File: config.mk
export PLATFORM = sky130hd
export DESIGN_NAME = binary_to_bcd_seq
export DESIGN_NICKNAME = d
export VERILOG_FILES = /design/src/rtl/binary_to_bcd_seq.sv
export SDC_FILE = /design/constraint.sdc
export NUM_CORES = 1
export LEC_CHECK = 0
export CORE_MARGIN = 5
export CORE_UTILIZATION = 40
export DETAILED_ROUTE_END_ITERATION = 6
export GPL_TIMING_DRIVEN = 0
export PLACE_DENSITY = 0.79
export RECOVER_POWER = 100
export SYNTH_ARGS = -nofsm -noshare
export SYNTH_HDL_FRONTEND = slang
export SYNTH_SLANG_ARGS = --single-unit
File: constraint.sdc
create_clock -name clk -period 1.4 [get_ports clk]
set_input_delay 0.28 -clock clk [delete_from_list [all_inputs] [get_ports clk]]
set_output_delay 0.28 -clock clk [all_outputs]
set_load 0.02 [all_outputs]
File: src/rtl/binary_to_bcd_seq.sv
// Sequential binary-to-BCD converter (shift-and-add-3), one input bit per clock.
// valid/ready handshake on both sides; values >= 10**DIGITS raise overflow.
module binary_to_bcd_seq #(
    parameter int WIDTH  = 8,
    parameter int DIGITS = 3
) (
    input  logic                  clk,
    input  logic                  rst,
    input  logic                  in_valid,
    output logic                  in_ready,
    input  logic [WIDTH-1:0]      bin,
    output logic                  out_valid,
    input  logic                  out_ready,
    output logic [4*DIGITS-1:0]   bcd,
    output logic                  overflow
);

    localparam int CW = $clog2(WIDTH + 1);

    typedef enum logic [1:0] {
        S_IDLE,
        S_SHIFT,
        S_DONE
    } state_t;

    state_t              r_state;
    state_t              w_next;
    logic [WIDTH-1:0]    r_shreg;
    logic [4*DIGITS-1:0] r_acc;
    logic                r_ovf;
    logic [CW-1:0]       r_cnt;

    logic                w_accept;
    logic                w_last;
    logic [4*DIGITS-1:0] w_adj;

    // Per-digit +3 correction; digits never carry into each other.
    always_comb begin
        w_adj = r_acc;
        for (int unsigned i = 0; i < DIGITS; i++) begin
            if (r_acc[4*i +: 4] >= 4'd5)
                w_adj[4*i +: 4] = r_acc[4*i +: 4] + 4'd3;
        end
    end

    always_comb begin
        w_next    = r_state;
        in_ready  = 1'b0;
        out_valid = 1'b0;
        w_accept  = 1'b0;
        w_last    = (r_cnt == CW'(1));
        case (r_state)
            S_IDLE: begin
                in_ready = 1'b1;
                if (in_valid) begin
                    w_accept = 1'b1;
                    w_next   = S_SHIFT;
                end
            end
            S_SHIFT: begin
                if (w_last)
                    w_next = S_DONE;
            end
            S_DONE: begin
                out_valid = 1'b1;
                if (out_ready)
                    w_next = S_IDLE;
            end
            default: w_next = S_IDLE;
        endcase
    end

    always_ff @(posedge clk or posedge rst) begin
        if (rst) begin
            r_state <= S_IDLE;
            r_shreg <= '0;
            r_acc   <= '0;
            r_ovf   <= 1'b0;
            r_cnt   <= '0;
        end else begin
            r_state <= w_next;
            if (w_accept) begin
                r_shreg <= bin;
                r_acc   <= '0;
                r_ovf   <= 1'b0;
                r_cnt   <= CW'(WIDTH);
            end else if (r_state == S_SHIFT) begin
                // The top digit's MSB after correction is a carry of 10**DIGITS.
                r_acc   <= {w_adj[4*DIGITS-2:0], r_shreg[WIDTH-1]};
                r_shreg <= r_shreg << 1;
                r_ovf   <= r_ovf | w_adj[4*DIGITS-1];
                r_cnt   <= r_cnt - CW'(1);
            end
        end
    end

    assign bcd      = r_acc;
    assign overflow = r_ovf;

endmodule
== Word-level counts from Yosys, hierarchy flattened ==
Index checks and enable logic that the tools add are counted.
Storage, ports and cells
  bits in registers: 27
  input port bits: 12
  output and inout bits: 15
  word-level logic and storage cells: 41
Cells by class
  add/subtract/negate cells: 4
  magnitude comparators: 3
  eq/ne operators: 6
  multiplexer cells: 19
  bitwise logic cells: 1
  reduce and logical (&&, ||, !) cells: 3
Operators with widths (count)
  12-bit two-way mux: 2
  4-bit two-way mux: 5
  8-bit two-way mux: 2
  4-bit by 2-bit adder with 4-bit output, second input constant: 3
  4-bit by 3-bit greater-or-equal comparator with 1-bit output, second input constant: 3
  1-bit two-way mux: 6
  2-bit two-way mux: 3
  2-bit inequality test, second input constant: 3
  2-bit one-hot mux with 3 select lines: 1
  4-bit by 1-bit == test with 1-bit output, second input constant: 1
  4-bit by 1-bit subtractor with 4-bit output, second input constant: 1
  3-bit AND reduction: 1
  2-bit by 1-bit == test with 1-bit output, second input constant: 1
  2-bit == test, second input constant: 1
  2-bit zero test: 1
  2-bit nonzero test: 1
  1-bit OR: 1

== Depth between registers and ports, before layout ==
  depth after elaboration: 5
  mapped depth: 6
  mapped depth without buffers: 6

== Worst setup path after synthesis ==
No wires, ideal clock.
  path type: register -> register
  from: reg r_acc[9], in the netlist bcd[9]
  to: reg r_acc[10], in the netlist bcd[10]
  library setup time: 121 ps
  arrival time: 1426 ps
  data required time: 1279 ps
  slack: -147 ps
  stages on the path, launching flop included: 7
  path buffers: 0
  period minus slack after synthesis: 1547 ps
  cells stage by stage: dfrtp_1 > inv_1 > ha_1 > nand2b_1 > a21oi_1 > mux2i_1 > a22o_1
On the way
  word-level cells in the longest chain between the ends: 4
  elaborated cells on any way between the ends: 5
  classes of those cells: 1 x add/sub; 1 x order compare; 3 x mux
RTL lines
  start: declaration: RTL line 29  | logic [4*DIGITS-1:0] r_acc;
  start signal: assignment: RTL line 89  | r_acc <= {w_adj[4*DIGITS-2:0], r_shreg[WIDTH-1]};
  4-bit by 2-bit adder with 4-bit output or 4-bit by 3-bit greater-or-equal comparator with 1-bit output (tied branches): RTL line 42, 41
  4-bit two-way mux *: RTL line 41  | if (r_acc[4*i +: 4] >= 4'd5)
  12-bit two-way mux *: RTL line 87  | end else if (r_state == S_SHIFT) begin
  12-bit two-way mux *: RTL line 82  | if (w_accept) begin
Every way passes the cells marked *; elsewhere a longest branch is shown, timed or not. The select of a mux whose other input is x is not followed.
A chain may end at the register's enable or synchronous reset.

== Worst setup path in the final report ==
  from: reg r_state[0]
  to: reg r_shreg[0]
On the way
  word-level cells in the longest chain between the ends: 3
  elaborated cells on any way between the ends: 5
  classes of those cells: 1 x eq/ne; 2 x mux; 2 x reduce/logical
RTL lines
  start: declaration: RTL line 26  | state_t r_state;
  start signal: assignment: RTL line 81  | r_state <= w_next;
  2-bit zero test: RTL line 52  | case (r_state)
  1-bit two-way mux: RTL line 52
  8-bit two-way mux or 2-bit nonzero test (tied branches)
  end signal: assignment: RTL line 83  | r_shreg <= bin;
  end signal: assignment: RTL line 90  | r_shreg <= r_shreg << 1;
  end: declaration: RTL line 28  | logic [WIDTH-1:0] r_shreg;
Parallel ways exist; a longest one is shown, timed or not.

==> results.sh <==
export IMPL_grt_max_degree=28
export IMPL_async_flop_share_pct=100.0
export IMPL_drc=0
export IMPL_critical_path_class="reg2reg"
export IMPL_clkLatencyLatePin_ns=0.33
export IMPL_via_per_inst=5.175
export IMPL_p_seq_share_pct=30.8
export IMPL_first_global_vias=1173
export IMPL_synth_cell_types=27
export IMPL_crit_fanout=10
export IMPL_cts_clk_slew_worst_paths_ns=0.15
export IMPL_yosys_top_cells_count="29 x nand2_1, 27 x dfrtp_1, 13 x o21ai_0"
export IMPL_worst_r2r_path_depth=5
export IMPL_core_area_um2=3390
export IMPL_portBuffers=26
export IMPL_wl_mm=3.767
export IMPL_row_count=21
export IMPL_critPathLaunchType="flop"
export IMPL_switching_share_pct=44.12
export IMPL_antenna_cells=0
export IMPL_num_vias=1211
export IMPL_grt_pass1_wl_mm=5.375
export IMPL_nNetsFinal=209
export IMPL_cp_depth=5
export IMPL_critical_path_slowest_cell="dfrtp_1"
export IMPL_avgSynthCellArea_um2=10.05
export IMPL_dieWidth_um=69.51
export IMPL_power_total_w=0.005006
export IMPL_synthFlopType="dfrtp_1"
export IMPL_setup_ws_ns=-0.07417
export IMPL_cts_root_buf="clkbuf_4"
export IMPL_period_needed_ns=1.474
export IMPL_arrival_ns=1.72
export IMPL_relSlewSlack_pct=33.05
export IMPL_cellLeakagePower_nw=0.9192
export IMPL_required_ns=1.65
export IMPL_reg2reg_from="r_state[0]"
export IMPL_clockBufferDepth=2
export IMPL_max_freq_ghz=0.6783
export IMPL_clock_power_share_pct=7.1
export IMPL_syn_cell_area_um2=1416
export IMPL_fin_skew_ns=0.002029
export IMPL_p_int_w=0.002797
export IMPL_syn_num_nets=161
export IMPL_io_pin_count=27
export IMPL_overflow=0
export IMPL_violations="setup timing"
export IMPL_power_density_nw_per_um2=2452
export IMPL_place_gp_congestion=0.7492
export IMPL_die_h_um=69.51
export IMPL_detailedPlacementHpwl_mm=2.243
export IMPL_wl_per_cell_um=16.10
export IMPL_cts_tree="yes"
export IMPL_cts_sinks=27
export IMPL_crit_chain="buf_6 -> nor3b_4 -> buf_2 -> nand2_1 -> o21ai_0"
export IMPL_drive_gt1_share_pct=39.36
export IMPL_cts_made_buffers=3
export IMPL_hold_class="in2async"
export IMPL_areaGrowthSynthToFinish_pct=44.17
export IMPL_drv_cap=0
export IMPL_grt_usage_pct=13.77
export IMPL_rsz0062_at_grt="yes"
export IMPL_drtAntennaViolNets=0
export IMPL_drv_slew=0
export IMPL_synth_edff_count=0
export IMPL_syn_inst=141
export IMPL_seq_area_frac_synth_pct=47.70
export IMPL_peakVddDrop_uv=808.7
export IMPL_cp_slowest_stage_delay_ns=0.44
export IMPL_cp_end_kind="flop"
export IMPL_yosysWarnings=0
export IMPL_synth_top_area_cell="dfrtp_1"
export IMPL_setup_tns_ns=-0.2484
export IMPL_final_min_period_over_clock_period_pct=105.3
export IMPL_status="finished, violations left"
export IMPL_synth_top_area_share_pct=47.70
export IMPL_hold_violations=0
export IMPL_comb_power_share_pct=62.2
export IMPL_holdBufCountCts=0
export IMPL_p_sw_w=0.002209
export IMPL_h_tree_depth=1
export IMPL_startpoint="r_state[0]"
export IMPL_crit_family="flip-flops"
export IMPL_synth_area_leaders="dfrtp_1 48%, nand2_1 7.7%, ha_1 7.1%"
export IMPL_fin_util_pct=60.24
export IMPL_grt_antenna_before_repair=0
export IMPL_fillerInstances=265
export IMPL_worst_pin_slew_ns=1.003
export IMPL_synth_most_common_cell="nand2_1"
export IMPL_crit_buf_inv=2
export IMPL_first_pass_iters=4
export IMPL_fp_dieArea_um2=4831
export IMPL_start_util_pct=41.79
export IMPL_drt_initial_drc_count=58
export IMPL_yosys_register_bits=27
export IMPL_finalSetupViolCount=7
[sequential cells by signal, summed over array words and instances (netlist names)]
register	cells
overflow	1
r_state	2
bcd	12
r_cnt	4
r_shreg	8
[layout by cell type (no fill, tap or decap), drive strengths merged]
cell type | netlist | layout
nand3 | 5 | 5
ha | 8 | 8
clkinv | 0 | 1
buf | 5 | 24
a22oi | 7 | 7
and2b | 1 | 1
dlygate4sd2 | 0 | 2
nor2 | 2 | 2
nand2b | 4 | 4
nand2 | 30 | 30
clkdlybuf4s50 | 0 | 11
inv | 10 | 10
clkbuf | 0 | 8
xor2 | 3 | 3
nor3 | 3 | 3
nor4 | 1 | 1
nor3b | 2 | 2
a21oi | 3 | 3
o31ai | 4 | 4
o21ai | 14 | 14
dfrtp | 27 | 27
a22o | 4 | 4
nor2b | 1 | 1
clkdlybuf4s15 | 0 | 6
xnor2 | 4 | 4
mux2i | 3 | 3
[kinds of logic after synthesis]
group	share of synthesized area (%)
adders and majority gates	7.067
DFF	47.70
AOI/OAI and AO/OA	14.58
xor gates and xnor gates	4.329
buffers and inverters	5.919
and+or+nand+nor	18.29
muxes	2.120
[per-stage QoR]
stage | std cells | hold WS, ns | instance area (µm²) | setup slack, ns
2_1_floorplan | 141 | 0.3324 | 1434 | -0.01108
3_3_place_gp | 213 | 0.4608 | 1752 | -0.1902
3_5_place_dp | 213 | 0.4733 | 1752 | -0.2452
4_1_cts | 225 | 0.5061 | 1907 | -0.01818
5_1_grt | 234 | 0.5261 | 2042 | -0.1300
6_report | 234 | 0.4624 | 2042 | -0.07417
[power groups by stage]
stage	registers (W)	logic [W]	clock network [W]
finish	0.00154	0.00311	0.000354
global route	0.00158	0.00336	0.000380
CTS	0.00150	0.00269	0.000354
detailed placement	0.00149	0.00237	0
global placement	0.00146	0.00225	0
floorplan	0.00160	0.00147	0
[what timing repair did]
action	CTS	global route
resized for setup	59	30
gates cloned	0	1
setup buffers	8	8
endpoints found under the setup margin	20	29
pin swaps	9	8
[path summary, 6_finish.rpt]
path                         endpoint  slack (ns)
max                        r_shreg[0]       -0.07
max in group asynchronous      bcd[0]        0.27
max reg2reg                r_shreg[0]       -0.07
min                          r_cnt[2]        0.46
min reg2reg                r_shreg[1]        0.50
min in group clk           r_shreg[1]        0.50
[metal layers]
metal / track usage, % / part of all wire [%] / vias up / routed length, µm
met4: 6.291 / 2.3 / 0 / 86
met1: 15.67 / 40 / 604 / 1500
met3: 2.464 / 2.8 / 7 / 106
met2: 24.79 / 55 / 27 / 2074
met5: 0 / 0 / - / 0
li1: - / - / 573 / -
[cell type report]
class	count	area, µm²	area share (%)
multi-input combinational	99	775.7	37.99
sequential	27	691.9	33.88
timing repair buffer	43	394.1	19.30
tap	46	57.56	2.819
buffer	5	50.05	2.451
inverter	10	45.04	2.206
clock buffer	3	22.52	1.103
clock inverter	1	5.005	0.2451
Power figures use the tool's default switching activity.
